===== src/rtl/gpu_pkg.sv =====
// Shared GPU core types: the per-core state broadcast to
// register files, ALUs and LSUs.
package gpu_pkg;

    typedef enum logic [2:0] {
        IDLE    = 3'd0,
        FETCH   = 3'd1,
        DECODE  = 3'd2,
        REQUEST = 3'd3,
        WAIT    = 3'd4,
        EXECUTE = 3'd5,
        UPDATE  = 3'd6,
        DONE    = 3'd7
    } core_state_t;

endpackage


===== src/rtl/core_scheduler.sv =====
// Per-core control FSM: walks one thread block through the
// instruction cycle, owns the shared PC, flags lane divergence.
module core_scheduler
    import gpu_pkg::*;
#(
    parameter int THREADS_PER_BLOCK = 4,
    parameter int PC_WIDTH          = 8,
    parameter int CNT_WIDTH         = 16,
    localparam int TC_W = $clog2(THREADS_PER_BLOCK) + 1
) (
    input  logic                                  clk,
    input  logic                                  rst,
    input  logic                                  start,
    input  logic [TC_W-1:0]                       thread_count,
    input  logic                                  fetch_valid,
    input  logic                                  decoded_ret,
    input  logic [THREADS_PER_BLOCK-1:0]          lsu_busy,
    input  logic [THREADS_PER_BLOCK*PC_WIDTH-1:0] next_pc,
    output core_state_t                           core_state,
    output logic                                  fetch_req,
    output logic [PC_WIDTH-1:0]                   current_pc,
    output logic [THREADS_PER_BLOCK-1:0]          thread_enable,
    output logic                                  done,
    output logic                                  diverge_err,
    output logic [CNT_WIDTH-1:0]                  retired
);

    localparam int TPB = THREADS_PER_BLOCK;

    core_state_t          r_state;
    logic [PC_WIDTH-1:0]  r_pc;
    logic [TPB-1:0]       r_en;
    logic                 r_done;
    logic                 r_div;
    logic [CNT_WIDTH-1:0] r_ret;

    logic [TPB-1:0]       w_en_next;
    logic [PC_WIDTH-1:0]  w_lead_pc;
    logic                 w_diverge;
    logic                 w_stall;
    logic [CNT_WIDTH-1:0] w_ret_inc;

    always_comb begin
        w_en_next = '0;
        for (int i = 0; i < TPB; i++) begin
            w_en_next[i] = (thread_count > TC_W'(i));
        end
    end

    // Lowest enabled lane supplies the PC; any other enabled
    // lane that disagrees marks the block as diverged.
    always_comb begin
        w_lead_pc = '0;
        w_diverge = 1'b0;
        for (int i = TPB - 1; i >= 0; i--) begin
            if (r_en[i]) begin
                w_lead_pc = next_pc[i*PC_WIDTH +: PC_WIDTH];
            end
        end
        for (int i = 0; i < TPB; i++) begin
            if (r_en[i] &&
                (next_pc[i*PC_WIDTH +: PC_WIDTH] != w_lead_pc)) begin
                w_diverge = 1'b1;
            end
        end
    end

    assign w_stall   = |(lsu_busy & r_en);
    assign w_ret_inc = (&r_ret) ? r_ret : r_ret + CNT_WIDTH'(1);

    always_ff @(posedge clk) begin
        if (rst) begin
            r_state <= IDLE;
            r_pc    <= '0;
            r_en    <= '0;
            r_done  <= 1'b0;
            r_div   <= 1'b0;
            r_ret   <= '0;
        end else begin
            unique case (r_state)
                IDLE, DONE: begin
                    if (start) begin
                        r_en  <= w_en_next;
                        r_pc  <= '0;
                        r_ret <= '0;
                        r_div <= 1'b0;
                        if (thread_count == '0) begin
                            r_state <= DONE;
                            r_done  <= 1'b1;
                        end else begin
                            r_state <= FETCH;
                            r_done  <= 1'b0;
                        end
                    end
                end
                FETCH: begin
                    if (fetch_valid) r_state <= DECODE;
                end
                DECODE:  r_state <= REQUEST;
                REQUEST: r_state <= WAIT;
                WAIT: begin
                    if (!w_stall) r_state <= EXECUTE;
                end
                EXECUTE: r_state <= UPDATE;
                UPDATE: begin
                    r_ret <= w_ret_inc;
                    if (decoded_ret) begin
                        r_state <= DONE;
                        r_done  <= 1'b1;
                    end else begin
                        r_pc    <= w_lead_pc;
                        r_state <= FETCH;
                        if (w_diverge) r_div <= 1'b1;
                    end
                end
                default: r_state <= IDLE;
            endcase
        end
    end

    assign core_state    = r_state;
    assign fetch_req     = (r_state == FETCH);
    assign current_pc    = r_pc;
    assign thread_enable = r_en;
    assign done          = r_done;
    assign diverge_err   = r_div;
    assign retired       = r_ret;

endmodule


===== config.mk =====
export PLATFORM = sky130hd
export DESIGN_NAME = core_scheduler
export DESIGN_NICKNAME = d
export VERILOG_FILES = /design/src/rtl/gpu_pkg.sv /design/src/rtl/core_scheduler.sv
export SDC_FILE = /design/constraint.sdc
export NUM_CORES = 1
export LEC_CHECK = 0
export ABC_CLOCK_PERIOD_IN_PS = 2970
export BUFFER_PORTS_ARGS = -buffer_cell sky130_fd_sc_hd__buf_2
export CELL_PAD_IN_SITES_DETAIL_PLACEMENT = 1
export CELL_PAD_IN_SITES_GLOBAL_PLACEMENT = 2
export CORE_MARGIN = 4
export CORE_UTILIZATION = 30
export DETAILED_ROUTE_END_ITERATION = 10
export GPL_ROUTABILITY_DRIVEN = 1
export PLACE_DENSITY = 0.9
export RECOVER_POWER = 100
export SLEW_MARGIN = 5
export SYNTH_ARGS = -nofsm -noshare
export SYNTH_HDL_FRONTEND = slang
export SYNTH_SLANG_ARGS = --single-unit

===== constraint.sdc =====
create_clock -name clk -period 2.97 [get_ports clk]
set_input_delay 0.1485 -clock clk [delete_from_list [all_inputs] [get_ports clk]]
set_output_delay 0.1485 -clock clk [all_outputs]
set_load 0.02 [all_outputs]

Word-level counts from Yosys, hierarchy flattened
Index checks and enable logic that the tools add are counted.
- multipliers: 0
- $add $sub $neg: 1
- reductions and logical operators: 16
- shifts and indexed selects: 0
- $lt $le $gt $ge: 4
- bitwise logic cells: 1
- equality and inequality tests: 18
- multiplexer cells: 28
- div/mod/pow operators: 0
- operators by type and width (cell ; number):
    $mux 8 ; 6
    $mux 16 ; 2
    $ne 8x8->1 ; 4
    $pmux 16 s2 ; 1
    $pmux 3 s7 ; 1
    $add 16x1->16 const B ; 1
    $pmux 8 s2 ; 1
    $reduce_and 16->1 ; 1
    $mux 3 ; 5
    $ne 2x2->1 const B ; 7
    $eq 3x3->1 const B ; 4
    $reduce_and 3->1 ; 4
    $mux 1 ; 10
    $eq 3x2->1 const B ; 2
    $gt 3x1->1 const B ; 2
    $gt 3x2->1 const B ; 2
    $logic_not 3->1 ; 2
    $and 4x4->4 ; 1
    $logic_and 1x1->1 ; 4
    $pmux 1 s2 ; 2
    $reduce_and 4->1 ; 1
    $reduce_or 4->1 ; 1
    $eq 3x1->1 const B ; 1
    $reduce_and 2->1 ; 1
    other kinds (2) ; 2
- register bits after elaboration: 33
- memories kept: 0
- memory bits (writable): 0
- latch bits: 0
- bits in read-only memories: 0
- logic and storage cells: 74

Logic depth before layout (Yosys ltp)
- word-level depth: 13
- mapped depth: 8
- mapped depth without buffers: 8

Worst setup path after synthesis
No wires, ideal clock.
- path kind: reg2reg
- from: reg r_ret[6], in the netlist retired[6]
- to: reg r_ret[12], in the netlist retired[12]
- data arrival time: 1.691 ns
- setup time: 0.128 ns
- cell stages (with the launch flop): 8
- buffers on the path: 0
- setup slack: 1.152 ns
- cell sequence: dfxtp_1 and4_1 nand4_1 nand4bb_4 nor3b_4 nand4_1 xor2_1 nor2_1
- longest elaborated chain between the ends: 3
- elaborated cells on any way between the ends: 6
- RTL lines (item ; RTL line ; source):
    start: declaration ; core_scheduler.sv:35 ; logic [CNT_WIDTH-1:0] r_ret;
    start signal: assignment ; core_scheduler.sv:106 ; r_ret <= w_ret_inc;
    $add 16x1->16 / $reduce_and 16->1 (equally long branches) ; core_scheduler.sv:69 ; assign w_ret_inc = (&r_ret) ? r_ret : r_ret + CNT_WIDTH'(1);
    $mux 16 / $ne 2x2->1 (equally long branches) ; n/a ;
    $pmux 16 s2 / $reduce_and 3->1 (equally long branches) ; n/a ;
Several ways; a longest one is shown, not always the timed one. The select of a mux whose other input is x is not followed.
A chain may end at the register's enable or synchronous reset.

Final worst setup path
- from: reg r_state[2], in the netlist core_state[2]
- to: reg r_ret[11], in the netlist retired[11]
- longest elaborated chain between the ends: 4
- elaborated cells on any way between the ends: 9
- RTL lines (item ; RTL line ; source):
    start: declaration ; core_scheduler.sv:30 ; core_state_t r_state;
    start signal: assignment ; core_scheduler.sv:73 ; r_state <= IDLE;
    start signal: assignment ; core_scheduler.sv:88 ; r_state <= DONE;
    start signal: assignment ; core_scheduler.sv:91 ; r_state <= FETCH;
    $eq 3x3->1 / $logic_not 3->1 (equally long branches) ; core_scheduler.sv:80 ; unique case (r_state)
    $reduce_or 2->1 ; core_scheduler.sv:80 ;
    $ne 2x2->1 (no source line) / $reduce_bool 2->1 (equally long branches) ; n/a ;
    $reduce_and 3->1 (no source line) ; n/a ;
Several ways; a longest one is shown, not always the timed one.

==> summary.md <==
| Metric | Value |
|---|---|
| Syn nets | `308` |
| #FFs+latches synth | `33` |
| # diodes | `0` |
| Main combinational cell family by area after synthesis | `simple AND/OR/NAND/NOR gates` |
| # Max-Cap Violations | `0` |
| WL per Instance | `15.1 um` |
| Routing usage on met3 | `3.06%` |
| Ys flop type | `dfxtp_1` |
| Switching portion of total power | `44.8%` |
| DR pass1 iterations | `4` |
| Leak | `0.942 nW` |
| Drt drc | `0` |
| Min-delay src | `thread_count[2]` |
| 1st-iter DRT viols | `69` |
| Core box area | `6940 um^2` |
| DIE HEIGHT | `93.4 um` |
| Vias in the first global route | `2238` |
| Root Driver | `clkbuf_8` |
| Mapped cell area | `2190 um^2` |
| CP endpoint kind | `flop` |
| Synth Area in Adders | `0.571%` |
| IO Port Bufs | `77` |
| Average cell area after synthesis | `8.33 um^2` |
| Outcome | `finished, final reports clean` |
| XOR/XNOR Fraction of Synth Area | `10.4%` |
| Slew HR | `51.2%` |
| GRT Total Usage | `15.7%` |
| Compound-gate portion of the synthesized area | `24.0%` |
| Routability cong. | `0.824` |
| Clk Latency, worst-skew pair | `0.29 ns` |
| Endpoints failing setup | `0` |
| FF-to-FF setup slack | `0.64 ns` |
| Initial antenna violation count | `0` |
| Largest stage delay, worst path | `0.63 ns` |
| Post-DP HPWL | `5310 um` |
| Synth Area in Simple Gates | `31.0%` |
| Crit share post-route | `78.5%` |
| Register area | `661 um^2` |
| Io pins | `78` |
| Global route hottest layer | `met2` |
| WL final | `6560 um` |
| Mapped Cells | `263` |
| Num CTS Buffers | `5` |
| Sequential-to-total area share from yosys stat | `30.2%` |
| Comb power frac | `53.3%` |
| Hold Path Stages | `3` |
| Commonest cells after routing, fill and taps aside | `44 x buf_2, 33 x dfxtp_1, 33 x clkbuf_1, 32 x nor2_1, 22 x nand2_1` |
| Die area | `8730 um^2` |
| Crit-path slowest cell | `o21ai_0` |
| WP buf/inv | `0` |
| Clk_skew | `0.00595 ns` |
| Overflow after GRT | `0` |
| Die X | `93.4 um` |
| Post-synth EDFFs | `0` |
| CTS tree | `built` |
| Crit path cell chain | `nand2_1 -> o21ai_0 -> nand3_2 -> or3_1 -> a21oi_1` |
| Post-CTS Setup Bufs | `0` |
| Clock share of power | `18.3%` |
| Layout cells sized above 1 | `22.1%` |
| Most common cell after layout, fill and taps aside | `buf_2` |
| Seq pwr share | `28.5%` |
| Antenna Nets Post-Route | `0` |
| Final min period | `2.33 ns` |
| Clock Sinks | `33` |
| Fill count | `895` |
| CP startpoint kind | `flop` |
| Endpoints failing hold | `0` |
| Setup CP Type | `flop to flop` |
| Clk slew on worst S/H paths | `0.07 ns` |
| Net Sw Power | `0.927 mW` |
| Data required time at the worst endpoint | `3.18 ns` |
| PostCTS Resize Cnt | `0` |
| Synth cell types | `46` |
| Reg-to-Reg End | `retired[11]` |
| Routing usage on met2 | `25.7%` |
| Initial Util | `31.5%` |
| Synth warn | `0` |
| Met1 usage | `20.1%` |
| Fmax | `429 MHz` |
| Global-route wire length before repair | `11000 um` |
| Total power | `2.07 mW` |
| Unrepaired setup endpoints after global routing | `no` |
| Hold Path End | `thread_enable[3]` |
| Internal Power | `1.14 mW` |
| Maximum resistive drop on vdd | `0.328 mV` |
| DR vias | `2223` |
| Hold WC Path Type | `input port to flop` |
| Worst slew pin tran | `0.724 ns` |
| Data arrival time of the worst path | `2.54 ns` |
| CP top delay family | `simple AND/OR/NAND/NOR gates` |
| Largest net degree at the start of global routing | `20` |
| Layout Nets | `383` |
| CP Max Fanout | `15` |
| Worst reg2reg path depth | `5` |
| Via density | `5.11` |
| R2R Path Start | `core_state[2]` |
| Clock Tree Buf Depth | `2` |
| H-tree Lvls | `2` |
| # rows | `30` |
| Area growth syn-to-layout | `23.7%` |
| Multi-input gate area | `1450 um^2` |
| Ys async rst share | `0%` |
| Mux contribution to synthesized area | `0.457%` |
| Final Max Slew Viols | `0` |
| CTS Hold Bufs | `0` |
| Fin Setup TNS | `0 ns` |
| Power per cell area | `763 nW/um^2` |
## worst reg2reg max path, delay by kind of cell (launching register included)
family / cells / cell delay [ns]
simple gates: 3 / 0.88
compound gates: 2 / 0.77
flops: 1 / 0.60
## stage by stage
step | utilization, % | worst slack (ns) | instance area [um^2] | std cells | hold slack [ns]
2_1_floorplan | - | 1.15 | 2190 | 263 | 0.285
3_3_place_gp | 38.3 | 0.813 | 2660 | 427 | 0.420
3_5_place_dp | 38.3 | 0.778 | 2660 | 427 | 0.429
4_1_cts | 39.7 | 0.751 | 2760 | 435 | 0.114
5_1_grt | 39.0 | 0.325 | 2710 | 435 | 0.126
6_report | 39.0 | 0.639 | 2710 | 435 | 0.125
## cell usage after synthesis (2+ instances only)
cell	count	area, um^2
dfxtp_1	33	661
nor2_1	32	120
nand2_1	22	82.6
a21oi_1	18	90.1
xnor2_1	18	158
nand3_1	12	60.1
nor3_1	12	60.1
nand4_1	11	68.8
o21ai_0	10	50.1
o22ai_1	8	50.1
xor2_1	8	70.1
clkbuf_1	7	26.3
or3_1	7	43.8
o21a_1	5	37.5
a221oi_2	4	60.1
a221oi_4	4	105
nor3_2	4	40.0
nor4b_2	4	60.1
a22oi_1	3	22.5
a311oi_1	3	26.3
buf_2	3	15.0
nand2b_1	3	18.8
o21ai_1	3	15.0
a31oi_1	2	12.5
and2_1	2	12.5
buf_4	2	15.0
inv_1	2	7.51
nor2b_1	2	12.5
o21bai_1	2	15.0
## flip-flops by register name (all words and copies together) (netlist names)
| register | cells |
|---|---|
| core_state | 3 |
| current_pc | 8 |
| diverge_err | 1 |
| done | 1 |
| retired | 16 |
| thread_enable | 4 |
## final cells by class
cell class                 instances  share of cell area [%]
sequential                        33                    24.4
tap                               96                    4.43
inverter                           2                   0.277
clock inverter                     1                   0.185
timing repair buffer              81                    13.8
multi-input combinational        215                    53.3
clock buffer                       7                    3.56
## power groups by stage
stage	clock, mW	sequential (mW)	combinational [mW]
4_1_cts	0.391	0.592	1.13
5_1_grt	0.408	0.603	1.23
2_1_floorplan	0	0.594	0.879
6_report	0.377	0.589	1.10
3_5_place_dp	0	0.600	1.13
3_3_place_gp	0	0.598	1.10
## metal layers
metal / wire length (um) / part of all wire (%) / vias up
li1: - / - / 1121
met1: 3090 / 47 / 1046
met2: 3060 / 47 / 45
met3: 266 / 4.1 / 11
met4: 146 / 2.2 / 0
met5: 0 / 0 / -
## worst max path at each step
| stage | from | to | cells past startpoint |
|---|---|---|---|
| finish | core_state[2] | retired[11] | 5 |
| global route | core_state[2] | retired[11] | 5 |
| CTS | core_state[0] | retired[12] | 7 |
| detailed placement | core_state[0] | retired[12] | 7 |
| global placement | core_state[0] | retired[12] | 7 |
| floorplan | retired[6] | retired[12] | 7 |
## cell families (layout without fill, tap and decap cells)
| family | Yosys count | in the layout |
|---|---|---|
| AO/OA/AOI/OAI | 67 | 67 |
| XOR/XNOR | 26 | 26 |
| adder cells (fa/ha/maj) | 1 | 1 |
| buffers and inverters | 15 | 91 |
| flip-flops | 33 | 33 |
| multiplexers | 1 | 1 |
| AND/OR/NAND/NOR | 120 | 120 |
(Power assumes the default switching activity.)
